**src/rtl/game_master_fsm_multi_torpedo_pkg.sv**
```systemverilog
// -----------------------------------------------------------------------------
// game_master_fsm_multi_torpedo_pkg
// Shared definitions for the multi-torpedo game sequencer:
//   - one-hot state encoding of the top-level game FSM
//   - legal ranges for the slot count and the lives budget
//   - decode of the single-bit control outputs from a state value
// Optional feature used by the importing files: GAME_MASTER_AUTOFIRE_EN.
// -----------------------------------------------------------------------------
package game_master_fsm_multi_torpedo_pkg;

    localparam int MIN_TORPEDOES = 1;
    localparam int MAX_TORPEDOES = 8;
    localparam int MIN_LIVES     = 1;
    localparam int MAX_LIVES     = 15;

    typedef enum logic [6:0] {
        ST_START    = 7'b000_0001,
        ST_PLAY     = 7'b000_0010,
        ST_WON      = 7'b000_0100,
        ST_WON_END  = 7'b000_1000,
        ST_LOST     = 7'b001_0000,
        ST_LOST_END = 7'b010_0000,
        ST_OVER     = 7'b100_0000
    } state_t;

    // Single-bit controls that depend on the game state only.
    typedef struct packed {
        logic tgt_write_xy;
        logic tgt_write_dxy;
        logic tgt_enable;
        logic timer_start;
        logic won;
        logic over;
    } ctrl_t;

    // Decode of the state-only controls; illegal codes give all-zero controls.
    function automatic ctrl_t f_ctrl_decode(input state_t s);
        ctrl_t c;
        c = '{default: 1'b0};
        case (s)
            ST_START: begin
                c.tgt_write_xy  = 1'b1;
                c.tgt_write_dxy = 1'b1;
            end
            ST_PLAY:     c.tgt_enable  = 1'b1;
            ST_WON: begin
                c.timer_start = 1'b1;
                c.won         = 1'b1;
            end
            ST_WON_END:  c.won         = 1'b1;
            ST_LOST:     c.timer_start = 1'b1;
            ST_LOST_END: c.won         = 1'b0;
            ST_OVER:     c.over        = 1'b1;
            default:     c = '{default: 1'b0};
        endcase
        return c;
    endfunction

endpackage

```
**src/rtl/game_master_fsm_multi_torpedo_slot_alloc.sv**
```systemverilog
// -----------------------------------------------------------------------------
// game_master_fsm_multi_torpedo_slot_alloc
// Torpedo slot bookkeeping: per-slot flying flags, lowest-index idle slot
// selection, one-cycle launch pulse and freeing of slots that left the screen.
// A slot with a pending launch pulse counts as busy, and a slot being freed
// this cycle is still busy, so a launch can never land on a slot being freed.
// Ports:
//   clk, reset     clock, asynchronous active-high reset
//   i_play         game is in PLAY; outside PLAY all slots are cleared
//   i_fire         fire event this cycle
//   i_within       per-slot torpedo on screen
//   o_flying       registered flying flags
//   o_flying_d     flying flags for the next cycle
//   o_launch_d     launch pulse vector for the next cycle
// -----------------------------------------------------------------------------
module game_master_fsm_multi_torpedo_slot_alloc #(
    parameter int N = 2
) (
    input  logic         clk,
    input  logic         reset,
    input  logic         i_play,
    input  logic         i_fire,
    input  logic [N-1:0] i_within,
    output logic [N-1:0] o_flying,
    output logic [N-1:0] o_flying_d,
    output logic [N-1:0] o_launch_d
);

    logic [N-1:0] r_flying;
    logic [N-1:0] r_launch;
    logic [N-1:0] w_busy;
    logic [N-1:0] w_free;
    logic [N-1:0] w_sel;

    // Lowest idle slot selection and next-cycle slot flags.
    always_comb begin
        w_busy = r_flying | r_launch;
        w_free = r_flying & ~i_within;
        w_sel  = '0;
        // Scan downwards so the last hit is the lowest idle index.
        for (int i = N - 1; i >= 0; i--) begin
            if (!w_busy[i]) begin
                w_sel    = '0;
                w_sel[i] = 1'b1;
            end else begin
                w_sel = w_sel;
            end
        end
        if (i_play) begin
            o_flying_d = (r_flying & ~w_free) | r_launch;
            // An all-zero select means every slot is busy: the fire is dropped.
            o_launch_d = i_fire ? w_sel : '0;
        end else begin
            o_flying_d = '0;
            o_launch_d = '0;
        end
    end

    // Slot flag registers.
    always_ff @(posedge clk or posedge reset) begin
        if (reset) begin
            r_flying <= '0;
            r_launch <= '0;
        end else begin
            r_flying <= o_flying_d;
            r_launch <= o_launch_d;
        end
    end

    assign o_flying = r_flying;

endmodule

```
**src/rtl/game_master_fsm_multi_torpedo.sv**
```systemverilog
// -----------------------------------------------------------------------------
// game_master_fsm_multi_torpedo
// Top-level sequencer of the target/torpedo game with N torpedo slots, a
// saturating score counter, a lives budget and a game-over state.
// Optional feature: define GAME_MASTER_AUTOFIRE_EN to make a held key fire
// again every AUTOFIRE_PER cycles while playing (counter not built otherwise).
// Ports:
//   clk, reset                          clock, asynchronous active-high reset
//   i_key                               fire button (level, synchronised)
//   o_sprite_target_write_xy/dxy        load target start position / velocity
//   o_sprite_target_enable_update       target moves
//   o_sprite_torpedo_write_xy/dxy [N]   per-slot launch position / velocity
//   o_sprite_torpedo_enable_update [N]  per-slot torpedo moves
//   i_sprite_target_within_screen       target on screen
//   i_sprite_torpedo_within_screen [N]  per-slot torpedo on screen
//   i_collision [N]                     per-slot torpedo/target hit
//   o_end_of_game_timer_start           one-cycle round-end timer start
//   i_end_of_game_timer_running         round-end timer busy
//   o_game_won, o_game_over             status flags
//   o_score, o_lives_left               hit count, remaining lives
// All outputs are registers loaded with the decode of the next state.
// -----------------------------------------------------------------------------
module game_master_fsm_multi_torpedo
    import game_master_fsm_multi_torpedo_pkg::*;
#(
    parameter  int N_TORPEDOES  = 2,
    parameter  int LIVES        = 3,
    parameter  int SCORE_W      = 8,
    parameter  int AUTOFIRE_PER = 16,
    localparam int LIVES_W      = $clog2(LIVES + 1)
) (
    input  logic                   clk,
    input  logic                   reset,
    input  logic                   i_key,
    output logic                   o_sprite_target_write_xy,
    output logic                   o_sprite_target_write_dxy,
    output logic                   o_sprite_target_enable_update,
    output logic [N_TORPEDOES-1:0] o_sprite_torpedo_write_xy,
    output logic [N_TORPEDOES-1:0] o_sprite_torpedo_write_dxy,
    output logic [N_TORPEDOES-1:0] o_sprite_torpedo_enable_update,
    input  logic                   i_sprite_target_within_screen,
    input  logic [N_TORPEDOES-1:0] i_sprite_torpedo_within_screen,
    input  logic [N_TORPEDOES-1:0] i_collision,
    output logic                   o_end_of_game_timer_start,
    input  logic                   i_end_of_game_timer_running,
    output logic                   o_game_won,
    output logic                   o_game_over,
    output logic [SCORE_W-1:0]     o_score,
    output logic [LIVES_W-1:0]     o_lives_left
);

    // Parameter range guards.
    if (N_TORPEDOES < MIN_TORPEDOES || N_TORPEDOES > MAX_TORPEDOES) begin : g_bad_n
        $error("N_TORPEDOES out of range");
    end
    if (LIVES < MIN_LIVES || LIVES > MAX_LIVES) begin : g_bad_lives
        $error("LIVES out of range");
    end
    if (AUTOFIRE_PER < 1) begin : g_bad_af
        $error("AUTOFIRE_PER must be at least 1");
    end

    state_t                 r_state;
    state_t                 w_state_d;
    logic                   r_key_q;
    logic                   w_key_edge;
    logic                   w_fire;
    logic                   w_hit;
    logic                   w_play;
    logic [SCORE_W-1:0]     r_score;
    logic [LIVES_W-1:0]     r_lives;
    logic [N_TORPEDOES-1:0] w_flying;
    logic [N_TORPEDOES-1:0] w_flying_d;
    logic [N_TORPEDOES-1:0] w_launch_d;
    ctrl_t                  w_ctrl_d;
    logic [N_TORPEDOES-1:0] w_torp_write_d;
    logic [N_TORPEDOES-1:0] w_torp_en_d;

    logic                   r_tgt_write_xy;
    logic                   r_tgt_write_dxy;
    logic                   r_tgt_enable;
    logic [N_TORPEDOES-1:0] r_torp_write;
    logic [N_TORPEDOES-1:0] r_torp_en;
    logic                   r_timer_start;
    logic                   r_won;
    logic                   r_over;

    assign w_play     = (r_state == ST_PLAY);
    assign w_key_edge = i_key & ~r_key_q;
    assign w_hit      = |(i_collision & w_flying);

`ifdef GAME_MASTER_AUTOFIRE_EN
    localparam int AF_W = (AUTOFIRE_PER > 1) ? $clog2(AUTOFIRE_PER) : 1;

    logic [AF_W-1:0] r_af_cnt;
    logic            w_af_tick;

    // Held key in PLAY: tick once the counter has covered a full period.
    assign w_af_tick = w_play & i_key & r_key_q & (r_af_cnt == AF_W'(AUTOFIRE_PER - 1));

    // Autofire period counter; restarts on release, on a new press and outside PLAY.
    always_ff @(posedge clk or posedge reset) begin
        if (reset) begin
            r_af_cnt <= '0;
        end else if (!w_play || !i_key || w_key_edge || w_af_tick) begin
            r_af_cnt <= '0;
        end else begin
            r_af_cnt <= r_af_cnt + AF_W'(1);
        end
    end

    assign w_fire = w_key_edge | w_af_tick;
`else
    assign w_fire = w_key_edge;
`endif

    game_master_fsm_multi_torpedo_slot_alloc #(
        .N (N_TORPEDOES)
    ) u_slot_alloc (
        .clk        (clk),
        .reset      (reset),
        .i_play     (w_play),
        .i_fire     (w_fire),
        .i_within   (i_sprite_torpedo_within_screen),
        .o_flying   (w_flying),
        .o_flying_d (w_flying_d),
        .o_launch_d (w_launch_d)
    );

    // Next-state logic; a hit outranks the target leaving the screen.
    always_comb begin
        w_state_d = ST_START;
        case (r_state)
            ST_START:    w_state_d = ST_PLAY;
            ST_PLAY: begin
                if (w_hit) begin
                    w_state_d = ST_WON;
                end else if (!i_sprite_target_within_screen) begin
                    w_state_d = ST_LOST;
                end else begin
                    w_state_d = ST_PLAY;
                end
            end
            ST_WON:      w_state_d = ST_WON_END;
            ST_WON_END:  w_state_d = i_end_of_game_timer_running ? ST_WON_END : ST_START;
            ST_LOST:     w_state_d = ST_LOST_END;
            ST_LOST_END: begin
                if (i_end_of_game_timer_running) begin
                    w_state_d = ST_LOST_END;
                end else if (r_lives == '0) begin
                    w_state_d = ST_OVER;
                end else begin
                    w_state_d = ST_START;
                end
            end
            ST_OVER:     w_state_d = w_fire ? ST_START : ST_OVER;
            default:     w_state_d = ST_START;
        endcase
    end

    // Output values for the next cycle, decoded from the next state and slot flags.
    always_comb begin
        w_ctrl_d = f_ctrl_decode(w_state_d);
        if (w_state_d == ST_START) begin
            w_torp_write_d = '1;
            w_torp_en_d    = '0;
        end else if (w_state_d == ST_PLAY) begin
            w_torp_write_d = w_launch_d;
            w_torp_en_d    = w_flying_d;
        end else begin
            w_torp_write_d = '0;
            w_torp_en_d    = '0;
        end
    end

    // Game FSM: state, key history, score, lives and registered outputs.
    always_ff @(posedge clk or posedge reset) begin
        if (reset) begin
            r_state         <= ST_START;
            r_key_q         <= 1'b0;
            r_score         <= '0;
            r_lives         <= LIVES_W'(LIVES);
            r_tgt_write_xy  <= 1'b1;
            r_tgt_write_dxy <= 1'b1;
            r_tgt_enable    <= 1'b0;
            r_torp_write    <= '1;
            r_torp_en       <= '0;
            r_timer_start   <= 1'b0;
            r_won           <= 1'b0;
            r_over          <= 1'b0;
        end else begin
            r_state         <= w_state_d;
            r_key_q         <= i_key;
            r_tgt_write_xy  <= w_ctrl_d.tgt_write_xy;
            r_tgt_write_dxy <= w_ctrl_d.tgt_write_dxy;
            r_tgt_enable    <= w_ctrl_d.tgt_enable;
            r_torp_write    <= w_torp_write_d;
            r_torp_en       <= w_torp_en_d;
            r_timer_start   <= w_ctrl_d.timer_start;
            r_won           <= w_ctrl_d.won;
            r_over          <= w_ctrl_d.over;
            case (r_state)
                ST_WON: begin
                    if (r_score != '1) begin
                        r_score <= r_score + SCORE_W'(1);
                    end
                end
                ST_LOST: begin
                    if (r_lives != '0) begin
                        r_lives <= r_lives - LIVES_W'(1);
                    end
                end
                ST_OVER: begin
                    if (w_fire) begin
                        r_score <= '0;
                        r_lives <= LIVES_W'(LIVES);
                    end
                end
                default: begin
                    r_score <= r_score;
                end
            endcase
        end
    end

    assign o_sprite_target_write_xy       = r_tgt_write_xy;
    assign o_sprite_target_write_dxy      = r_tgt_write_dxy;
    assign o_sprite_target_enable_update  = r_tgt_enable;
    assign o_sprite_torpedo_write_xy      = r_torp_write;
    assign o_sprite_torpedo_write_dxy     = r_torp_write;
    assign o_sprite_torpedo_enable_update = r_torp_en;
    assign o_end_of_game_timer_start      = r_timer_start;
    assign o_game_won                     = r_won;
    assign o_game_over                    = r_over;
    assign o_score                        = r_score;
    assign o_lives_left                   = r_lives;

endmodule
```
**config.mk**
```make
export PLATFORM = sky130hd
export DESIGN_NAME = game_master_fsm_multi_torpedo
export DESIGN_NICKNAME = d
export VERILOG_FILES = /design/src/rtl/game_master_fsm_multi_torpedo_pkg.sv /design/src/rtl/game_master_fsm_multi_torpedo_slot_alloc.sv /design/src/rtl/game_master_fsm_multi_torpedo.sv
export SDC_FILE = /design/constraint.sdc
export NUM_CORES = 1
export LEC_CHECK = 0
export ABC_AREA = 1
export BUFFER_PORTS_ARGS = -buffer_cell sky130_fd_sc_hd__buf_4
export CAP_MARGIN = 40
export CORE_UTILIZATION = 58
export CTS_CLUSTER_SIZE = 14
export DETAILED_ROUTE_END_ITERATION = 12
export PLACE_DENSITY = 0.85
export SYNTH_ARGS = -nofsm -noshare
export SYNTH_HDL_FRONTEND = slang
export SYNTH_SLANG_ARGS = --single-unit
```
**constraint.sdc**
```tcl
create_clock -name clk -period 2.3 [get_ports clk]
set_clock_uncertainty 0.05 [all_clocks]
set_input_delay 0.23 -clock clk [delete_from_list [all_inputs] [get_ports clk]]
set_output_delay 0.23 -clock clk [all_outputs]
set_load 0.02 [all_outputs]
```
==> After elaboration in Yosys (flattened, before gate mapping) <==
Index checks and enable logic that the tools add are counted.
W data, S select, Z words.
{ "op_classes": {"n_addsub": 2, "n_eq_ne": 17, "n_mux": 27, "n_bitwise": 9, "n_reduce_logical": 9} }
{ "ops": {"columns": ["operator", "count"], "rows": [
  ["$pmux W7 S7", 1],
  ["$mux W2", 12],
  ["$mux W7", 3],
  ["$mux W8", 2],
  ["$pmux W8 S2", 1],
  ["$eq A7 B1 Y1 const B", 2],
  ["$eq A7 B2 Y1 const B", 2],
  ["$eq A7 B3 Y1 const B", 2],
  ["$eq A7 B4 Y1 const B", 2],
  ["$eq A7 B5 Y1 const B", 2],
  ["$eq A7 B7 Y1 const B", 2],
  ["$mux W5", 2],
  ["$add A8 B1 Y8 const B", 1],
  ["$ne A8 B8 Y1 const B", 1],
  ["$eq A7 B6 Y1 const B", 1],
  ["$and A2 B2 Y2", 3],
  ["$reduce_and A3 Y1", 2],
  ["$reduce_bool A2 Y1", 3],
  ["$reduce_or A2 Y1", 3],
  ["$mux W1", 4],
  ["$mux W4", 1],
  ["$ne A2 B2 Y1 const B", 2],
  ["$not A2 Y2", 2],
  ["$or A2 B2 Y2", 2],
  ["other kinds (6)", 6]
]} }
{ "word_totals": {"reg_bits": 32, "input_bits": 9, "output_inout_bits": 22, "wordCells": 78} }

==> Depth between registers and ports, before layout <==
Gate-level depths: netlist of the first run.
{ "logic_depth": {"depth_word": 8, "ltp_mapped": 9, "depth_no_buf": 9} }

==> By module <==
A second synthesis of the first run with hierarchy kept.
{ "hier_totals": {"cells_unflattened": 197, "area_unflattened_um2": 1620.3} }
{ "by_module_without_submodules": {"columns": ["module", "n_inst", "cells_each", "area_each_um2", "seq_area_each_um2"], "rows": [
  ["game_master_fsm_multi_torpedo", 1, 178, 1458.9, 683.2],
  ["game_master_fsm_multi_torpedo_slot_alloc", 1, 19, 161.4, 100.1]
]} }

==> Worst setup path before layout of the first run <==
No wires, ideal clock.
{ "synth_path": {"path_type": "reg2reg", "from": "register r_score[0] (netlist: o_score[0])", "to": "register r_score[4] (netlist: o_score[4])", "setup_time_ps": 65, "arrival_time_ps": 1417, "required_time_ps": 2185, "path_slack_ps": 767, "path_stages_with_launch": 10, "n_path_buf": 0, "period_less_slack_ps": 1533, "path_cell_list": "dfrtp_1 ha_1 inv_1 nor2_2 nand2_2 nor2_8 inv_4 nand2_4 nand2_1 nand2_1"} }
{ "synth_via": {"elab_chain_cells": 3, "elab_cells_between_ends": 6, "cone_classes": "add/sub: 1; eq/ne: 2; mux: 2; reduce/logical: 1"} }
{ "synth_lines": {"columns": ["item", "line", "rtl"], "rows": [
  ["start, declared", "game_master_fsm_multi_torpedo.sv:70", "logic [SCORE_W-1:0] r_score;"],
  ["start signal, assigned", "game_master_fsm_multi_torpedo.sv:205", "r_score <= r_score + SCORE_W'(1);"],
  ["start signal, assigned", "game_master_fsm_multi_torpedo.sv:220", "r_score <= r_score;"],
  ["$add A8 B1 Y8 or $ne A8 B8 Y1 (tied branches)", "game_master_fsm_multi_torpedo.sv:205, game_master_fsm_multi_torpedo.sv:204", null],
  ["$mux W8 or $ne A2 B2 Y1 (tied branches)", null, null],
  ["$pmux W8 S2 or $reduce_and A3 Y1 (tied branches)", null, null]
]} }
Parallel ways exist; a longest one is shown, timed or not. The select of a mux whose other input is x is not followed.
A chain may end at the register's enable or synchronous reset.

==> Final worst setup path of the first run <==
Ends and elaborated chain as after synthesis.

==> results of run 1 <==
-- worst register-to-register path, stage by stage (launching register included) --
cell and delay [ps]:
dfrtp_1 450, ha_1 230, inv_1 70, nor2_2 140
nand2_2 110, nor2_8 150, inv_4 60, nand2_4 90
nand2_1 70, nand2_1 70
-- layout make-up --
class                      count  area, sq um
sequential                    31          783
multi-input combinational    151          769
fill                         213          704
timing repair buffer          33          253
inverter                      28          108
clock inverter                 2         60.1
clock buffer                   6         41.3
tap                           31         38.8
-- flip-flops by register name (all words and copies together), names as in the netlist --
| signal | count |
|---|---|
| o_sprite_torpedo_write_dxy | 2 |
| o_score | 8 |
| o_end_of_game_timer_start | 1 |
| o_sprite_target_write_dxy | 1 |
| r_state | 7 |
| o_game_over | 1 |
| u_slot_alloc.o_flying | 2 |
| o_sprite_torpedo_enable_update | 2 |
| o_lives_left | 2 |
| r_key_q | 1 |
| o_game_won | 1 |
| u_slot_alloc.r_launch | 2 |
| o_sprite_target_enable_update | 1 |
-- logic make-up after synthesis --
| group | share of synthesized area |
|---|---|
| compound gates | 0.0498 |
| xor+xnor | 0.0156 |
| fa+ha+maj | 0.0149 |
| buf+inv | 0.0773 |
| flops | 0.465 |
| simple gates | 0.377 |
-- per-layer routing --
layer | up-vias | routed length [um] | GRT usage
li1 | 737 | - | -
met5 | - | 0 | 0
met1 | 639 | 1420 | 0.269
met3 | 6 | 179 | 0.0744
met2 | 43 | 1480 | 0.358
met4 | 0 | 55 | 0.101
-- cell usage in the layout, fill, tap and decap left out, drive strengths merged --
cell type    Yosys  final
nor2            36     36
dfstp            6      6
a31oi            1      1
nand2           72     72
xor2             1      1
inv             28     28
buf              3     31
clkbuf           0      6
bufinv           0      2
dfrtp           25     25
o22ai            1      1
and2             2      2
o21ai            5      5
nor3             1      1
nand4            4      4
dlygate4sd3      0      2
nand3           17     17
xnor2            2      2
ha               2      2
a21oi            4      4
or2              1      1
o21bai           2      2
-- per-stage QoR --
stage,hold slack [ps],setup WS (ps),total power [mW],cell area [sq um]
after floorplan,211,767,1.17,1680
after global placement,283,820,1.34,1930
after detailed placement,289,790,1.35,1930
after CTS,5.47,739,1.88,2050
after global routing,4.86,596,1.98,2050
final,13.0,756,1.87,2050
-- timing repair --
action,in CTS,in global routing
setup buffers,0,0
hold endpoints to repair,26,0
hold buffers,2,0
-- final timing paths --
path                                          startpoint                        end  slack [ps]  cells after the start
setup / recovery                              o_score[0]                 o_score[4]         760                      9
hold / removal             i_sprite_target_within_screen                 r_state[4]          10                      2
setup reg to reg                              o_score[0]                 o_score[4]         760                      9
hold reg to reg                          o_lives_left[1]            o_lives_left[1]         430                      2
max in group asynchronous                          reset            o_lives_left[0]        1390                      4
min in group asynchronous                          reset  o_end_of_game_timer_start         470                      4
-- power by group through the flow --
| stage | registers, mW | clock network (mW) | logic [mW] |
|---|---|---|---|
| global route | 0.737 | 0.562 | 0.680 |
| floorplan | 0.804 | 0 | 0.365 |
| global placement | 0.736 | 0 | 0.602 |
| finish | 0.727 | 0.529 | 0.615 |
| CTS | 0.728 | 0.538 | 0.616 |
| detailed placement | 0.739 | 0 | 0.611 |
==> results.toml, run 1 <==
[power_and_ir_drop]
pwr-share-seq = 0.389
power_frac_clock = 0.283
combPwrFrac = 0.329
ir_drop_v = 0.000999
cellLeakagePower_nw = 1.12
switching_share = 0.343
p_int_mw = 1.23
switchingPower_mw = 0.642
powerDensity_mw_per_mm2 = 911

[detailed_routing]
ant_nets = 0
wire_per_inst_um = 11.1
first_pass_iters = 5
viasPerCell = 5.05
vias = 1425
routed_wl_mm = 3.13
first_iter_violations = 67
remaining_drc_errors = 0

[yosys]
yosysTopAreaCell = "dfrtp_1"
yosysMostFrequentCell = "nand2_1"
ys.flop_type = "dfrtp_1"
synth-seq-cells = 31
synthTopCellsByArea = "dfrtp_1 37%, nand2_1 14%, dfstp_2 9.4%"
synth-warning-count = 0
synth.top_cell.area_share = 0.372
synth_edf_count = 0
synth_seq_area_share = 0.465
syn_inst = 213
syn-num-nets = 224
synth_common_cells = "63 x nand2_1, 32 x nor2_1, 25 x dfrtp_1, 25 x inv_1, 16 x nand3_1"
syn_area_sq_mm = 0.00168
avgSynthCellArea_sq_um = 7.90
yosysUniqueCellTypes = 28
async_reset_ff_frac = 1.00

[clock_tree]
clock-root-buffer = "clkbuf_4"
clockBufferDepth = 2
clkTransAtPathRegs_ps = 100
cts.sinks = 31
htree_levels = 2
cts_inserted_buffers = 5
cts_tree = "done"
cts_resized = 0
clk_latency_ps = 330

[timing]
period_needed_ps = 1540
hold_viol = 0
maxSlewViolCount = 0
tightest_slew_ps = 458
min_period_over_period = 0.672
relSlewSlack = 0.693
setup_violations = 0
fmax_mhz = 647
timing.setup.tns_ps = 0
rsz0062_at_grt = "false"

[global_route]
grt.overflow.total = 0
grt_pass1_wl_mm = 5.29
grt_pass1_vias = 1291
grtUsageTotal = 0.221
grt_max_degree = 32
antenna_found_initial = 0

[flow_run]
cap_violations = 0

[die]
core-area_sq_mm = 0.00276
rows = 19
die-area_sq_mm = 0.00312
die_h_um = 55.9
ios = 31
die-width_um = 55.9
initial_core_util = 0.610

[critical_path]
path_delay_family = "simple AND/OR/NAND/NOR gates"
cp.required_ps = 2520
cpMaxStageDelayCell = "dfrtp_1"
critPathKind = "reg2reg"
cp-start-kind = "flip-flop"
cp_max_fo = 8
cp_common_cell = "nand2_1"
arrival_ps = 1770
slowest_delay_ps = 450
worstSetupEndpointType = "flip-flop"
crit_buf_inv = 2
path_cells = "ha_1, inv_1, nor2_2, nand2_2, nor2_8, inv_4, nand2_4, nand2_1, nand2_1"

[place]
dp_cells = 272
hpwl_mm = 2.28
gp_congestion = 0.836
portBuffers = 30

[finish]
instances_no_fill = 282
syn2layout_area_growth_pct = 22.0
diodes = 0
nets = 261
drive_gt1_frac = 0.251
utilization = 0.745

[outcome]
status = "completed"

[min_path]
min_path_type = "in2reg"
Note: power is estimated with default switching activity, not from simulation.
==> run 2, diff against run 1 <==
- CORE_UTILIZATION: 58 -> 49
- PLACE_DENSITY: 0.85 -> 0.76
- clock period: 2.3 -> 1.25 ns (I/O delays scaled with it)
==> run 2 against run 1 <==
  * The run now ends with negative hold slack, negative setup slack left
  * Largest power group is now combinational logic
  * Core utilization rose by 11 points
  * First-iteration DRC count grew 60%
  * Die area up 18%
  * Combinational power grew to 3.6 times the previous value
==> results.toml, run 2 (synthesis results as in run 1) <==
[finish]
seq_area_sq_um = 790
mostFrequentLayoutCells = "56 x buf_4, 48 x nand2_1, 20 x dfrtp_1"
diodes = 0
syn2layout_area_growth_pct = 59.3
largest_register_ffs = 8
mostFrequentLayoutCell = "buf_4"
drive_gt1_frac = 0.557
nets = 301
multiInputGateArea_sq_mm = 0.00103
fillCellCount = 186

[global_route]
grt.overflow.total = 0
grtUsageTotal = 0.261
grt_max_degree = 32
grt_pass1_wl_mm = 6.78
grt_pass1_vias = 1645
antenna_found_initial = 0

[timing]
rsz0062_at_grt = "true"
hold_viol = 1
min_period_over_period = 1.16
timing.setup.tns_ps = -3630
holdWs_ps = -5.61
setup_ws_ps = -203
fmax_mhz = 688
tightest_slew_ps = 383
relSlewSlack = 0.745
setup_violations = 29
maxSlewViolCount = 0
period_needed_ps = 1450

[detailed_routing]
wire_per_inst_um = 15.7
remaining_drc_errors = 0
routed_wl_mm = 5.25
vias = 1764
viasPerCell = 5.27
first_pass_iters = 5
ant_nets = 0
first_iter_violations = 107

[min_path]
min_from = "i_collision[1]"
min_to = "o_end_of_game_timer_start"
hold_path_depth = 3
min_path_type = "in2reg"

[critical_path]
cp.required_ps = 1500
cp_max_fo = 8
arrival_ps = 1700
reg2reg_to = "o_score[0]"
critPathKind = "reg2reg"
rrSetupSlack_ps = -200
r2r-start = "r_state[6]"
worstSetupEndpointType = "flip-flop"
r2r_cells = 9
cp-start-kind = "flip-flop"

[die]
initial_core_util = 0.534
rows = 20
core-area_sq_mm = 0.00315
die_h_um = 60.6
die-width_um = 60.6
die-area_sq_mm = 0.00367
ios = 31

[power_and_ir_drop]
cellLeakagePower_nw = 1.36
ir_drop_v = 0.00143
finalPower_mw = 4.40
powerDensity_mw_per_mm2 = 1640

[clock_tree]
cts_inserted_buffers = 5
cts_tree = "done"
clock-root-buffer = "clkbuf_4"
clk_latency_ps = 360
cts.sinks = 31
clkTransAtPathRegs_ps = 110
clockBufferDepth = 2
htree_levels = 2

[place]
hpwl_mm = 2.74
post-place-ws_ps = -170
gp_congestion = 0.740
portBuffers = 30

[outcome]
violations = "negative hold slack, negative setup slack"
status = "finished with violations"

[flow_run]
cap_violations = 0
==> run 2: cell count changes in the layout (fill, tap and decap cells not counted), moves of 8 or more <==
| cell | change |
|---|---|
| buf_4 | +25 |
| buf_6 | +14 |
| inv_1 | -10 |
| inv_2 | +9 |
| nand2_1 | -15 |
| nand2_2 | +8 |
| nor2_1 | -16 |
| nor2_4 | +10 |
==> run 2: report_power, final <==
part | leakage (nW) | total, mW | switching [mW] | internal, mW
registers | 0.398 | 1.36 | 0.123 | 1.24
logic | 0.918 | 2.19 | 1.21 | 0.981
clock network | 0.0482 | 0.852 | 0.380 | 0.472
==> run 2: layout make-up <==
| cell class | count | share of cell area |
|---|---|---|
| Tap cell | 44 | 0.0205 |
| Timing Repair Buffer | 73 | 0.227 |
| Multi-Input combinational cell | 151 | 0.384 |
| Clock inverter | 2 | 0.0131 |
| Sequential cell | 31 | 0.295 |
| Inverter | 28 | 0.0420 |
| Clock buffer | 6 | 0.0191 |
==> run 2: worst max-delay path by stage <==
| stage | startpoint | end | slack, ps | cells after the start |
|---|---|---|---|---|
| 3_5_place_dp | r_state[0] | o_game_won | -170 | 6 |
| 2_1_floorplan | r_state[2] | o_score[4] | -70 | 8 |
| 5_1_grt | r_state[6] | o_score[0] | -270 | 9 |
| 3_3_place_gp | r_state[0] | o_game_won | -140 | 6 |
| 6_report | r_state[6] | o_score[0] | -200 | 9 |
| 4_1_cts | r_state[6] | o_score[0] | -120 | 9 |
==> run 2: critical path, stage by stage (launching register included) <==
cell and delay [ps]:
dfrtp_1 400, inv_2 100, nand2_2 90, nor2_4 180, nand2_4 160, nor2_8 160
inv_6 60, nand2_8 80, nand2_1 50, nand2_1 60
==> run 2: layer usage <==
metal | global-route usage | routed length (um) | up-vias
li1 | - | - | 812
met2 | 0.488 | 2730 | 82
met3 | 0.0682 | 279 | 33
met5 | 0 | 0 | -
met1 | 0.264 | 1960 | 837
met4 | 0.140 | 283 | 0
==> run 2: metrics by stage <==
| step | instances | util | cell area, sq um |
|---|---|---|---|
| 2_1_floorplan | 213 | - | 1720 |
| 3_3_place_gp | 310 | 0.689 | 2170 |
| 3_5_place_dp | 310 | 0.689 | 2170 |
| 4_1_cts | 328 | 0.777 | 2450 |
| 5_1_grt | 335 | 0.850 | 2680 |
| 6_report | 335 | 0.850 | 2680 |
==> run 2: repair_timing <==
action                                  CTS  global route
endpoints found under the setup margin   25            32
resized for setup                        34            50
buffers inserted                          7             8
hold buffers                              3             0
endpoints found under the hold margin    28             0
pin swaps                                14            13
